[src/rtl/instruction_loader_pkg.sv]
// Shared constants, FSM state encoding and the COUNT legality helper for the
// instruction loader. Optional CHK byte: define INSTRUCTION_LOADER_CHECKSUM_EN.
package instruction_loader_pkg;

  localparam logic [7:0] SYNC_BYTE       = 8'hA5;
  localparam int         BYTES_PER_INSTR = 4;
  localparam int         INSTR_W         = 28;

  typedef enum logic [2:0] {
    S_IDLE,
    S_COUNT,
    S_DATA,
    S_CHK,
    S_DONE,
    S_ERROR
  } state_t;

  // A frame must carry between 1 and depth words.
  function automatic logic count_ok(input logic [7:0] n, input int depth);
    return (n != 8'd0) && (int'(n) <= depth);
  endfunction

endpackage

[src/rtl/instruction_loader_if.sv]
// Byte-stream input and instruction-memory write port of the loader.
// Handshake: a byte transfers on a rising clock when iByteValid && oByteReady.
interface instruction_loader_if #(
  parameter int ADDR_W  = 8,
  parameter int INSTR_W = instruction_loader_pkg::INSTR_W
);
  logic [7:0]         iByte;
  logic               iByteValid;
  logic               oByteReady;
  logic               oWriteEnable;
  logic [ADDR_W-1:0]  oWriteAddress;
  logic [INSTR_W-1:0] oWriteData;
  logic               oCpuReset;
  logic               oDone;
  logic               oError;

  modport master (
    output iByte, iByteValid,
    input  oByteReady, oWriteEnable, oWriteAddress, oWriteData,
    input  oCpuReset, oDone, oError
  );

  modport slave (
    input  iByte, iByteValid,
    output oByteReady, oWriteEnable, oWriteAddress, oWriteData,
    output oCpuReset, oDone, oError
  );
endinterface

[src/rtl/instruction_loader_packer.sv]
// Packs four big-endian stream bytes into one 28-bit instruction word; only the
// low nibble of the first byte survives.
module instr_word_packer
  import instruction_loader_pkg::*;
(
  input  logic               Clock,
  input  logic               Reset,
  input  logic               clear_i,
  input  logic               shift_i,
  input  logic [7:0]         byte_i,
  output logic               word_ready_o,
  output logic [INSTR_W-1:0] word_o
);

  logic [1:0]  idx_q;
  logic [19:0] sr_q;

  // After three shifts sr_q holds {byte0[3:0], byte1, byte2}; byte0[7:4] falls off the top.
  always_ff @(posedge Clock or negedge Reset) begin
    if (!Reset) begin
      idx_q <= 2'd0;
      sr_q  <= '0;
    end else if (clear_i) begin
      idx_q <= 2'd0;
    end else if (shift_i) begin
      idx_q <= idx_q + 2'd1;
      sr_q  <= {sr_q[11:0], byte_i};
    end
  end

  assign word_ready_o = shift_i && (idx_q == 2'(BYTES_PER_INSTR - 1));
  assign word_o       = {sr_q, byte_i};

endmodule

[src/rtl/instruction_loader.sv]
// Frame receiver that writes packed instruction words into the instruction RAM
// and holds the core in reset until a load completes. Option: INSTRUCTION_LOADER_CHECKSUM_EN.
module instruction_loader
  import instruction_loader_pkg::*;
#(
  parameter int ADDR_W = 8
) (
  input  logic                 Clock,
  input  logic                 Reset,
  instruction_loader_if.slave  bus,
  output state_t               dbg_state_o
);

  localparam int DEPTH = 1 << ADDR_W;

  state_t             state_q;
  logic               ready_q, we_q, cpu_rst_q, done_q, err_q;
  logic [ADDR_W-1:0]  addr_q, widx_q, last_q;
  logic [INSTR_W-1:0] data_q;
  logic               accept, word_ready;
  logic [INSTR_W-1:0] word;
`ifdef INSTRUCTION_LOADER_CHECKSUM_EN
  logic [7:0]         acc_q;
`endif

  assign accept = bus.iByteValid && ready_q;

  instr_word_packer u_packer (
    .Clock        (Clock),
    .Reset        (Reset),
    .clear_i      (accept && (state_q == S_COUNT)),
    .shift_i      (accept && (state_q == S_DATA)),
    .byte_i       (bus.iByte),
    .word_ready_o (word_ready),
    .word_o       (word)
  );

  always_ff @(posedge Clock or negedge Reset) begin
    if (!Reset) begin
      state_q   <= S_IDLE;
      ready_q   <= 1'b0;
      we_q      <= 1'b0;
      addr_q    <= '0;
      data_q    <= '0;
      cpu_rst_q <= 1'b1;
      done_q    <= 1'b0;
      err_q     <= 1'b0;
      widx_q    <= '0;
      last_q    <= '0;
`ifdef INSTRUCTION_LOADER_CHECKSUM_EN
      acc_q     <= '0;
`endif
    end else begin
      ready_q <= 1'b1;
      we_q    <= 1'b0;
      case (state_q)
        S_IDLE: begin
          if (accept && bus.iByte == SYNC_BYTE) begin
            state_q <= S_COUNT;
`ifdef INSTRUCTION_LOADER_CHECKSUM_EN
            acc_q   <= '0;
`endif
          end
        end
        S_COUNT: begin
          if (accept) begin
            if (!count_ok(bus.iByte, DEPTH)) begin
              state_q <= S_ERROR;
              err_q   <= 1'b1;
            end else begin
              // Store N-1 so a full 2^ADDR_W frame still fits in ADDR_W bits.
              last_q  <= ADDR_W'(bus.iByte - 8'd1);
              widx_q  <= '0;
              state_q <= S_DATA;
`ifdef INSTRUCTION_LOADER_CHECKSUM_EN
              acc_q   <= acc_q ^ bus.iByte;
`endif
            end
          end
        end
        S_DATA: begin
`ifdef INSTRUCTION_LOADER_CHECKSUM_EN
          if (accept) acc_q <= acc_q ^ bus.iByte;
`endif
          if (word_ready) begin
            we_q   <= 1'b1;
            addr_q <= widx_q;
            data_q <= word;
            widx_q <= widx_q + 1'b1;
            if (widx_q == last_q) state_q <= S_CHK;
          end
        end
        S_CHK: begin
`ifdef INSTRUCTION_LOADER_CHECKSUM_EN
          if (accept) begin
            if (bus.iByte == acc_q) begin
              state_q   <= S_DONE;
              done_q    <= 1'b1;
              cpu_rst_q <= 1'b0;
            end else begin
              state_q <= S_ERROR;
              err_q   <= 1'b1;
            end
          end
`else
          // Without a CHK byte this state only lets the last write strobe retire.
          state_q   <= S_DONE;
          done_q    <= 1'b1;
          cpu_rst_q <= 1'b0;
`endif
        end
        S_DONE, S_ERROR: begin
          if (accept && bus.iByte == SYNC_BYTE) begin
            state_q   <= S_COUNT;
            cpu_rst_q <= 1'b1;
            done_q    <= 1'b0;
            err_q     <= 1'b0;
            widx_q    <= '0;
`ifdef INSTRUCTION_LOADER_CHECKSUM_EN
            acc_q     <= '0;
`endif
          end
        end
        default: state_q <= S_IDLE;
      endcase
    end
  end

  assign bus.oByteReady    = ready_q;
  assign bus.oWriteEnable  = we_q;
  assign bus.oWriteAddress = addr_q;
  assign bus.oWriteData    = data_q;
  assign bus.oCpuReset     = cpu_rst_q;
  assign bus.oDone         = done_q;
  assign bus.oError        = err_q;
  assign dbg_state_o       = state_q;

endmodule
[src/flat_wrapper.sv]
// flat-port wrapper written by rule: the top's interface ports become plain ports
module instruction_loader_flat import instruction_loader_pkg::*;
#(
  parameter int ADDR_W = 8
)
  (Clock, Reset, dbg_state_o, bus_iByte, bus_iByteValid, bus_oByteReady, bus_oWriteEnable, bus_oWriteAddress, bus_oWriteData, bus_oCpuReset, bus_oDone, bus_oError);
  instruction_loader_if #(.ADDR_W(ADDR_W)) bus_i ();
  input  logic Clock;
  input  logic Reset;
  output state_t dbg_state_o;
  input wire logic [$bits(bus_i.iByte)-1:0] bus_iByte;
  input wire logic [$bits(bus_i.iByteValid)-1:0] bus_iByteValid;
  output wire logic [$bits(bus_i.oByteReady)-1:0] bus_oByteReady;
  output wire logic [$bits(bus_i.oWriteEnable)-1:0] bus_oWriteEnable;
  output wire logic [$bits(bus_i.oWriteAddress)-1:0] bus_oWriteAddress;
  output wire logic [$bits(bus_i.oWriteData)-1:0] bus_oWriteData;
  output wire logic [$bits(bus_i.oCpuReset)-1:0] bus_oCpuReset;
  output wire logic [$bits(bus_i.oDone)-1:0] bus_oDone;
  output wire logic [$bits(bus_i.oError)-1:0] bus_oError;
  assign bus_i.iByte = bus_iByte;
  assign bus_i.iByteValid = bus_iByteValid;
  assign bus_oByteReady = bus_i.oByteReady;
  assign bus_oWriteEnable = bus_i.oWriteEnable;
  assign bus_oWriteAddress = bus_i.oWriteAddress;
  assign bus_oWriteData = bus_i.oWriteData;
  assign bus_oCpuReset = bus_i.oCpuReset;
  assign bus_oDone = bus_i.oDone;
  assign bus_oError = bus_i.oError;
  instruction_loader #(.ADDR_W(ADDR_W)) u_core (.Clock(Clock), .Reset(Reset), .bus(bus_i), .dbg_state_o(dbg_state_o));
endmodule
[config.mk]
export PLATFORM = sky130hd
export DESIGN_NAME = instruction_loader_flat
export DESIGN_NICKNAME = d
export VERILOG_FILES = /design/src/rtl/instruction_loader_pkg.sv /design/src/rtl/instruction_loader_if.sv /design/src/rtl/instruction_loader_packer.sv /design/src/rtl/instruction_loader.sv /design/src/flat_wrapper.sv
export SDC_FILE = /design/constraint.sdc
export NUM_CORES = 1
export LEC_CHECK = 0
export ABC_AREA = 0
export BUFFER_PORTS_ARGS = -buffer_cell sky130_fd_sc_hd__buf_2
export CAP_MARGIN = 10
export CORE_ASPECT_RATIO = 1.75
export CORE_MARGIN = 5
export CORE_UTILIZATION = 55
export CTS_CLUSTER_SIZE = 10
export DETAILED_ROUTE_END_ITERATION = 7
export PLACE_DENSITY = 0.75
export SYNTH_ARGS = -nofsm -noshare
export SYNTH_HDL_FRONTEND = slang
export SYNTH_SLANG_ARGS = --single-unit
[constraint.sdc]
create_clock -name Clock -period 3.1 [get_ports Clock]
set_clock_uncertainty 0.15 [all_clocks]
set_input_delay 0.465 -clock Clock [delete_from_list [all_inputs] [get_ports Clock]]
set_output_delay 0.465 -clock Clock [all_outputs]
set_load 0.05 [all_outputs]
---- Word-level counts from Yosys, hierarchy flattened ----
Cells that the tools add are included.
word-level totals
  input bits .............................. 11
  register bits after elaboration ......... 82
operators by class
  bitwise logic cells ..................... 1
  reduce and logical (&&, ||, !) cells .... 20
  multiplexer cells ....................... 22
  equality and inequality tests ........... 15
  $add $sub $neg .......................... 3
operator list
  cell                 number
  $mux 8               4
  $pmux 8 s3           1
  $mux 3               5
  $pmux 3 s4           1
  $add 8x1->8 const B  1
  $eq 8x8->1           1
  $eq 8x8->1 const B   1
  $ne 2x2->1 const B   4
  $reduce_and 4->1     2
  $reduce_bool 8->1    1
  $sub 8x1->8 const B  1
  $eq 3x2->1 const B   2
  $eq 3x3->1 const B   2
  $mux 1               6
  $ne 2x1->1 const B   3
  $pmux 1 s2           3
  $reduce_and 2->1     3
  $reduce_bool 2->1    3
  $logic_and 1x1->1    5
  $reduce_and 5->1     1
  $mux 2               2
  $eq 3x1->1 const B   1
  $logic_not 3->1      1
  $reduce_and 3->1     1
  other kinds (6)      6

---- Depth between registers and ports, before layout ----
Gate-level depths: netlist of the first run.
  depth in word-level cells ............... 5
  depth in mapped cells ................... 7
  gate-level depth less buffers ........... 6

---- By module ----
Synthesis of the first run repeated with hierarchy kept, for this count alone.
second synthesis, totals
  cells, all modules ...................... 351
  area total of the unflattened synthesis .. 3692.3 µm²
modules (own cells, without submodules)
  module              instances  sequential area each (µm²)  cells an instance  area each (µm²)
  instruction_loader  1          1502.7                      292                2770.2
  instr_word_packer   1          550.5                       59                 922.1

---- Worst setup path after synthesis of the first run ----
No wires, ideal clock.
  path type ............................... flip-flop to flip-flop
  start ................................... register u_core.state_q[0] (netlist: u_core.dbg_state_o[0])
  end ..................................... register u_core.last_q[0]
  arrival time ............................ 2132 ps
  cell stages (with the launch flop) ...... 6
  required time ........................... 2825 ps
  setup time .............................. 125 ps
  buffers on the path ..................... 1
  period minus slack after synthesis ...... 2406 ps
  slack ................................... 694 ps
  cell sequence ........................... dfrtp_1 buf_2 nor2b_1 o21ai_1 a2111oi_4 mux2_2
on the way
  longest elaborated chain between the ends .. 2
ends and longest elaborated chain
  what                        RTL line                  source
  from (decl)                 instruction_loader.sv:16  state_t state_q;
  from (signal assigned)      instruction_loader.sv:40  state_q <= S_IDLE;
  from (signal assigned)      instruction_loader.sv:59  state_q <= S_COUNT;
  from (signal assigned)      instruction_loader.sv:68  state_q <= S_ERROR;
  $eq 3x1->1                  instruction_loader.sv:56  case (state_q)
  $reduce_and 3->1 (no line)  --
  to (signal assigned)        instruction_loader.sv:72  last_q <= ADDR_W'(bus.iByte - 8'd1);
  to (decl)                   instruction_loader.sv:18  logic [ADDR_W-1:0] addr_q, widx_q, last_q;
No other way between the ends.
A chain may end at the register's enable or synchronous reset.

---- Worst setup path after layout of the first run ----
  start ................................... register u_core.state_q[1] (netlist: u_core.dbg_state_o[1])
  end ..................................... register u_core.widx_q[3]
on the way
  longest elaborated chain between the ends .. 5
  elaborated cells between the ends (all ways) .. 14
  those cells by class .................... eq/ne (8); mux (1); reduce/logical (5)
ends and longest elaborated chain
  what                        RTL line                                            source
  $eq 3x2->1                  instruction_loader.sv:32, instruction_loader.sv:56
  $logic_and 1x1->1           instruction_loader.sv:32                            .shift_i (accept && (state_q == S_DATA)),
  $logic_and 1x1->1           instruction_loader_packer.sv:31                     assign word_ready_o = shift_i && (idx_q == 2'(BYTES_PER_INSTR - 1));
  $ne 2x2->1 (no line)        --
  $reduce_and 5->1 (no line)  --
  to (signal assigned)        instruction_loader.sv:89                            widx_q <= widx_q + 1'b1;
  to (decl)                   instruction_loader.sv:18
Parallel ways exist; a longest one is shown, timed or not.

==> results by group, run 1 <==
Synth
  • Dominant cells by area after synthesis: dfrtp_1, mux2_2, xnor2_1
  • Sequential fraction of the synthesis area: a little under three fifths
  • Synth Cell Area: approximately 0.0037 mm²
  • Top cell type's share of synthesized area: between 50 and 60%
  • Cells after Synth: approximately 280
  • Distinct cell type count after synthesis: 47
  • Most area-hungry cell type in the Yosys netlist: dfrtp_1
  • Number of enable flip-flop cells after synthesis: 0
  • Syn. warnings: 0
  • Register bit total from synthesis: between 80 and 90
  • Main synth FF type: dfrtp_1
  • Ys async rst share: 100.0%
  • Mean Syn Cell Area: 12.93 µm²
  • Syn nets: 300

Floorplan
  • Area of the core: about 0.0065 mm²
  • Chip Height: between 100 and 150 µm
  • Die area: ~0.0085 mm²
  • Chip Width: ~72 µm
  • I/O Pins: 55
  • FP Rows: 39
  • Initial Util: 56.18%

Route
  • DR vias: ~2400
  • Avg WL per Cell: roughly 17 µm
  • Initial DRT Pass Iterations: 4
  • DRT antenna net count: 0
  • Routed Wire Length: around 7400 µm
  • DRC Markers: 0
  • Drt via density: 5.602
  • Initial DRC Count: around 270

Timing
  • Setup TNS: 0 ns
  • Slew HR: about 32%
  • # setup viols final: 0
  • Worst-margin pin slew: slightly above 1 ns
  • Post-route minimum period: ~2.4 ns
  • Final Cycle Share: 77.54%
  • Final Max Tran Viols: 0
  • Final hold violation count: 0
  • RSZ-0062 raised after global routing: no
  • Max Freq: ~420 MHz

CTS
  • Resized Gates After CTS: 0
  • Cts hold-fix bufs: 0
  • Clock net sink count: a little over 80
  • Htree depth: 3
  • CTS buffer count: 9
  • CTS tree: yes
  • Bufs on Longest Clock Path: 2
  • Setup bufs post-CTS: 0
  • Worst-path clk slew: 0.06 ns
  • CTS root buffer: clkbuf_16
  • Worst-Skew Late Latency: 0.33 ns

Worst setup path
  • WP buf/inv: 0
  • Worst Reg-to-Reg Cells: 4
  • Worst-path fanout max: 15
  • Slowest CP cell: dfrtp_1
  • Crit path depth: 4
  • Crit path to: u_core.widx_q[3]
  • CP endpoint kind: flop
  • CP required: roughly 3.2 ns
  • Crit path max-delay family: compound AO/OA/AOI/OAI gates
  • Crit path DAT: approximately 2.5 ns
  • Reg-to-reg slack, setup: a little under 0.7 ns
  • WS Path Type: flop to flop
  • Reg2Reg Launch Point: u_core.dbg_state_o[1]
  • Critical path origin: u_core.dbg_state_o[1]
  • CP startpoint kind: flop
  • Cell breakdown of the critical path: or3b_1 -> o21ai_1 -> o211ai_1 -> a221o_1
  • CP max stage delay: around 0.63 ns
  • R2r endpoint: u_core.widx_q[3]

Final layout
  • Share of cells above drive strength 1: roughly 42%
  • Fin area: 0.004380 mm²
  • P&R area growth vs syn: 19.24%
  • Commonest non-fill, non-tap cells in the layout: dfrtp_1, mux2_2, buf_2, nand2_1
  • Final nets: 356
  • Most common cell after layout, fill and taps aside: dfrtp_1
  • # diodes: 0

Global route
  • Initial antenna violation count: 0
  • Largest net degree at the start of global routing: 83
  • Global-route wire length before repair: between 10000 and 15000 µm
  • GRT Total Usage: 19.18%
  • Vias in the first global route: between 2000 and 2500
  • Gr ovfl total: 0

Flow run
  • Max cap viols: 0

Placement
  • Dpl hpwl: between 5000 and 6000 µm
  • Final Wtd Congestion: approximately 0.84
  • DP Area: between 0.004 and 0.005 mm²
  • IO Port Bufs: 54

Outcome
  • Status: completed

Min path
  • Min-Delay Path Class: input port to async pin

Power
  • Leakage: roughly 2.2 nW
  • Maximum vdd drop: 0.0006587 V
  • Overall Power: about 3.6 mW
  • Pwr per Cell Area: 822.9 mW/mm²
-- flip-flops by register name, summed over array words and instances, names as in the netlist --
register,cells
u_core.bus.oByteReady,1
u_core.bus.oCpuReset,1
u_core.bus.oDone,1
u_core.bus.oError,1
u_core.bus.oWriteAddress,8
u_core.bus.oWriteData,28
u_core.bus.oWriteEnable,1
u_core.dbg_state_o,3
u_core.last_q,8
u_core.u_packer.idx_q,2
u_core.u_packer.sr_q,20
u_core.widx_q,8
-- worst min path at each step --
stage / startpoint / depth (start not counted) / slack (ns) / endpoint
floorplan: Reset / 0 / 0.02 / u_core.bus.oByteReady
global placement: u_core.bus.oWriteData[25] / 1 / 0.33 / u_core.bus.oWriteData[25]
detailed placement: u_core.bus.oWriteAddress[7] / 1 / 0.34 / u_core.bus.oWriteAddress[7]
CTS: Reset / 1 / 0.19 / u_core.bus.oWriteData[3]
global route: Reset / 1 / 0.25 / u_core.dbg_state_o[1]
finish: Reset / 1 / 0.14 / u_core.u_packer.sr_q[13]
-- cell families after synthesis --
kind of cell | share of synthesized area (%)
DFF | 55.89
xor gates and xnor gates | 3.576
adders and majority gates | 1.703
other | 0.1021
muxes | 19.86
buffers and inverters | 2.418
AOI/OAI and AO/OA | 7.834
and+or+nand+nor | 8.618
-- synth_stat cells, types with 2 or more instances --
master and n:
dfrtp_1 81, mux2_2 63, nand2_1 10, inv_1 9, nor2_1 9, xnor2_1 9, a21oi_1 8, buf_2 8
o21ai_0 7, nand2b_1 6, nand3_1 6, nor3_1 6, xor2_1 6, ha_1 5, and3_1 4, o211ai_1 4
a31oi_1 3, clkbuf_1 3, nor2b_1 3, a221o_1 2, mux2i_1 2, nor4_1 2, o21ai_1 2, o2bb2ai_1 2
or2_2 2
-- area by class of cell --
| type | instances | area (µm²) |
|---|---|---|
| fillers | 516 | 2158 |
| flip-flops and latches | 82 | 2053 |
| multi-input cells | 181 | 1541 |
| repair buffers | 57 | 295.3 |
| clock buffers | 12 | 256.5 |
| well taps | 82 | 102.6 |
| clock inverters | 4 | 97.59 |
| inverters | 9 | 33.78 |
-- routing by layer --
metal / part of all wire (%) / vias to the layer above / track usage [%]
met3: 4.5 / 10 / 5.385
met2: 54 / 57 / 31.57
met5: 0 / - / 0
met4: 2.0 / 0 / 8.353
met1: 40 / 1202 / 23.09
li1: - / 1123 / -
-- stage by stage --
step | cells | util (%) | hold slack [ns] | setup WS [ns]
floorplan | 284 | - | 0.01941 | 0.6937
global placement | 411 | 61.58 | 0.3333 | 0.5492
detailed placement | 411 | 61.58 | 0.3408 | 0.4787
CTS | 427 | 66.99 | 0.1866 | 0.7286
global route | 427 | 66.99 | 0.2457 | 0.6223
finish | 427 | 66.99 | 0.1380 | 0.6963
-- report_power, final --
part	switching [mW]	total, mW	internal (mW)	leakage (nW)
registers	0.190	1.47	1.28	1.10
clock network	0.405	1.24	0.831	0.169
logic	0.548	0.902	0.354	0.902
total	1.14	3.60	2.46	2.17
(Power assumes the default switching activity.)
==> inputs of run 2 (changes only) <==
--- a/config.mk
+++ b/config.mk
@@ -10,10 +10,10 @@
 export CAP_MARGIN = 10
 export CORE_ASPECT_RATIO = 1.75
 export CORE_MARGIN = 5
-export CORE_UTILIZATION = 55
+export CORE_UTILIZATION = 51
 export CTS_CLUSTER_SIZE = 10
 export DETAILED_ROUTE_END_ITERATION = 7
-export PLACE_DENSITY = 0.75
+export PLACE_DENSITY = 0.73
 export SYNTH_ARGS = -nofsm -noshare
 export SYNTH_HDL_FRONTEND = slang
 export SYNTH_SLANG_ARGS = --single-unit
==> constraint.sdc (replaced) <==
create_clock -name Clock -period 2.15 [get_ports Clock]
set_clock_uncertainty 0.15 [all_clocks]
set_input_delay 0.3225 -clock Clock [delete_from_list [all_inputs] [get_ports Clock]]
set_output_delay 0.3225 -clock Clock [all_outputs]
set_load 0.05 [all_outputs]
==> run 2 against run 1 <==
  * Sequential share of layout area decreased by 1.7 points
  * First-iteration DRC count is 38% lower
  * Hold slack better by 0.0011 ns
  * Sequential power increased by 42%
  * Sequential cell count stayed put
  * Via count up 4.3%
  * Critical path depth did not move
  * Routed wire length increased by 4.1%
  * Largest power group unchanged
==> results by group, run 2 (synthesis results as in run 1) <==
CTS
  • CTS root buffer: clkbuf_16
  • CTS tree: yes
  • Worst-path clk slew: approximately 0.06 ns
  • CTS buffer count: 9
  • Bufs on Longest Clock Path: 2
  • Worst-Skew Late Latency: ~0.34 ns
  • Htree depth: 3
  • Clock net sink count: 82

Worst setup path
  • Reg2Reg Launch Point: u_core.dbg_state_o[1]
  • Crit path DAT: roughly 2.1 ns
  • Critical path origin: u_core.dbg_state_o[1]
  • CP startpoint kind: flop
  • WS Path Type: flop to flop
  • CP required: between 2 and 2.5 ns
  • Worst Reg-to-Reg Cells: 4
  • Worst-path fanout max: 10
  • CP endpoint kind: flop

Power
  • Overall Power: 5.080 mW
  • Logic pwr share: between 20% and 30%
  • Pwr per Cell Area: about 1100 mW/mm²
  • Maximum vdd drop: between 0.0007 and 0.0008 V
  • Reg power frac: between 40% and 50%
  • Int Pwr: around 3.4 mW
  • Leakage: between 2 and 2.5 nW
  • Psw: around 1.7 mW
  • Clock group share of total power: 30.8%
  • Sw Share: between 30% and 40%

Route
  • Drt via density: approximately 5.5
  • Initial DRT Pass Iterations: 4
  • Avg WL per Cell: between 15 and 20 µm
  • Initial DRC Count: about 170
  • DR vias: between 2000 and 2500
  • Routed Wire Length: 7679 µm
  • DRT antenna net count: 0
  • DRC Markers: 0

Global route
  • GRT Total Usage: between 10% and 20%
  • Gr ovfl total: 0
  • Vias in the first global route: around 2700
  • Global-route wire length before repair: around 13000 µm
  • Initial antenna violation count: 0
  • Largest net degree at the start of global routing: 43

Final layout
  • Final core occ: between 60% and 70%
  • Max reg flops: 28
  • Commonest non-fill, non-tap cells in the layout: dfrtp_1, mux2_2, buf_2, buf_4, nand2_1
  • # diodes: 0
  • Final nets: 375
  • P&R area growth vs syn: 23.91%
  • Share of cells above drive strength 1: between 40 and 50%
  • Final std cells w/o fill: 450
  • Most common cell after layout, fill and taps aside: dfrtp_1

Flow run
  • Max cap viols: 0

Placement
  • Dpl hpwl: approximately 5700 µm
  • Final Wtd Congestion: 0.8593
  • IO Port Bufs: 54
  • Post-Place Cells: about 430

Timing
  • RSZ-0062 raised after global routing: no
  • Hold slack: between 0.1 and 0.15 ns
  • Final Cycle Share: 95.04%
  • Post-route minimum period: 2.043 ns
  • Final hold violation count: 0
  • Final Max Tran Viols: 0
  • Max Freq: just under 500 MHz
  • # setup viols final: 0

Floorplan
  • Chip Height: around 120 µm
  • Die area: ~0.0091 mm²
  • FP Rows: between 40 and 50
  • I/O Pins: between 50 and 60
  • Initial Util: 51.52%
  • Area of the core: between 0.007 and 0.008 mm²
  • Chip Width: around 74 µm

Min path
  • Hold Path Depth: 2
  • Min-Delay Path Class: input port to flop
  • Min-Delay Startpoint: bus_iByte[3]

Outcome
  • Status: completed
-- run 2: per-stage QoR --
stage	setup TNS (ns)	setup slack [ns]	area (µm²)
6_report	0	0.1066	4552
5_1_grt	0	0.01318	4552
4_1_cts	0	0.1208	4552
3_5_place_dp	-1.314	-0.1072	4234
3_3_place_gp	-0.5273	-0.04392	4234
2_1_floorplan	-0.1296	-0.02159	3722
-- run 2: worst paths after layout --
kind	to	slack [ns]
min	u_core.bus.oWriteData[3]	0.14
min in group asynchronous	u_core.bus.oWriteEnable	0.31
min reg2reg	u_core.bus.oWriteAddress[2]	0.35
max	u_core.widx_q[4]	0.11
max reg2reg	u_core.widx_q[4]	0.11
max in group asynchronous	u_core.bus.oWriteData[20]	0.98
-- run 2: power groups by stage --
stage / clock network [mW] / logic, mW / registers, mW
finish: 1.57 / 1.42 / 2.09
detailed placement: 0 / 1.42 / 2.12
global route: 1.66 / 1.53 / 2.13
floorplan: 0 / 0.797 / 2.33
global placement: 0 / 1.39 / 2.10
CTS: 1.60 / 1.43 / 2.09
-- run 2: layout make-up --
cell class,instances,area (µm²)
clock buffers,9,225.2
flip-flops and latches,82,2057
inverters,9,33.78
multi-input cells,181,1555
fillers,546,2579
well taps,86,107.6
repair buffers,76,490.5
clock inverters,7,82.58
-- run 2: what timing repair did --
item,in CTS,in global routing
hold buffers,1,0
hold endpoints to repair,29,0
buffers inserted,0,0
gates resized for setup,0,0
-- run 2: worst max-delay path, stage by stage (launching register included) --
cell and delay (ns):
dfrtp_2 0.49, or3b_1 0.49, o21ai_2 0.27, o211ai_1 0.16, a221o_1 0.36
-- run 2: per-layer routing --
layer / global-route usage [%] / wire (µm) / vias up
met2: 32.72 / 4227 / 59
met3: 4.344 / 310 / 19
met1: 20.84 / 2905 / 1250
li1: - / - / 1166
met4: 9.297 / 235 / 0
met5: 0 / 0 / -
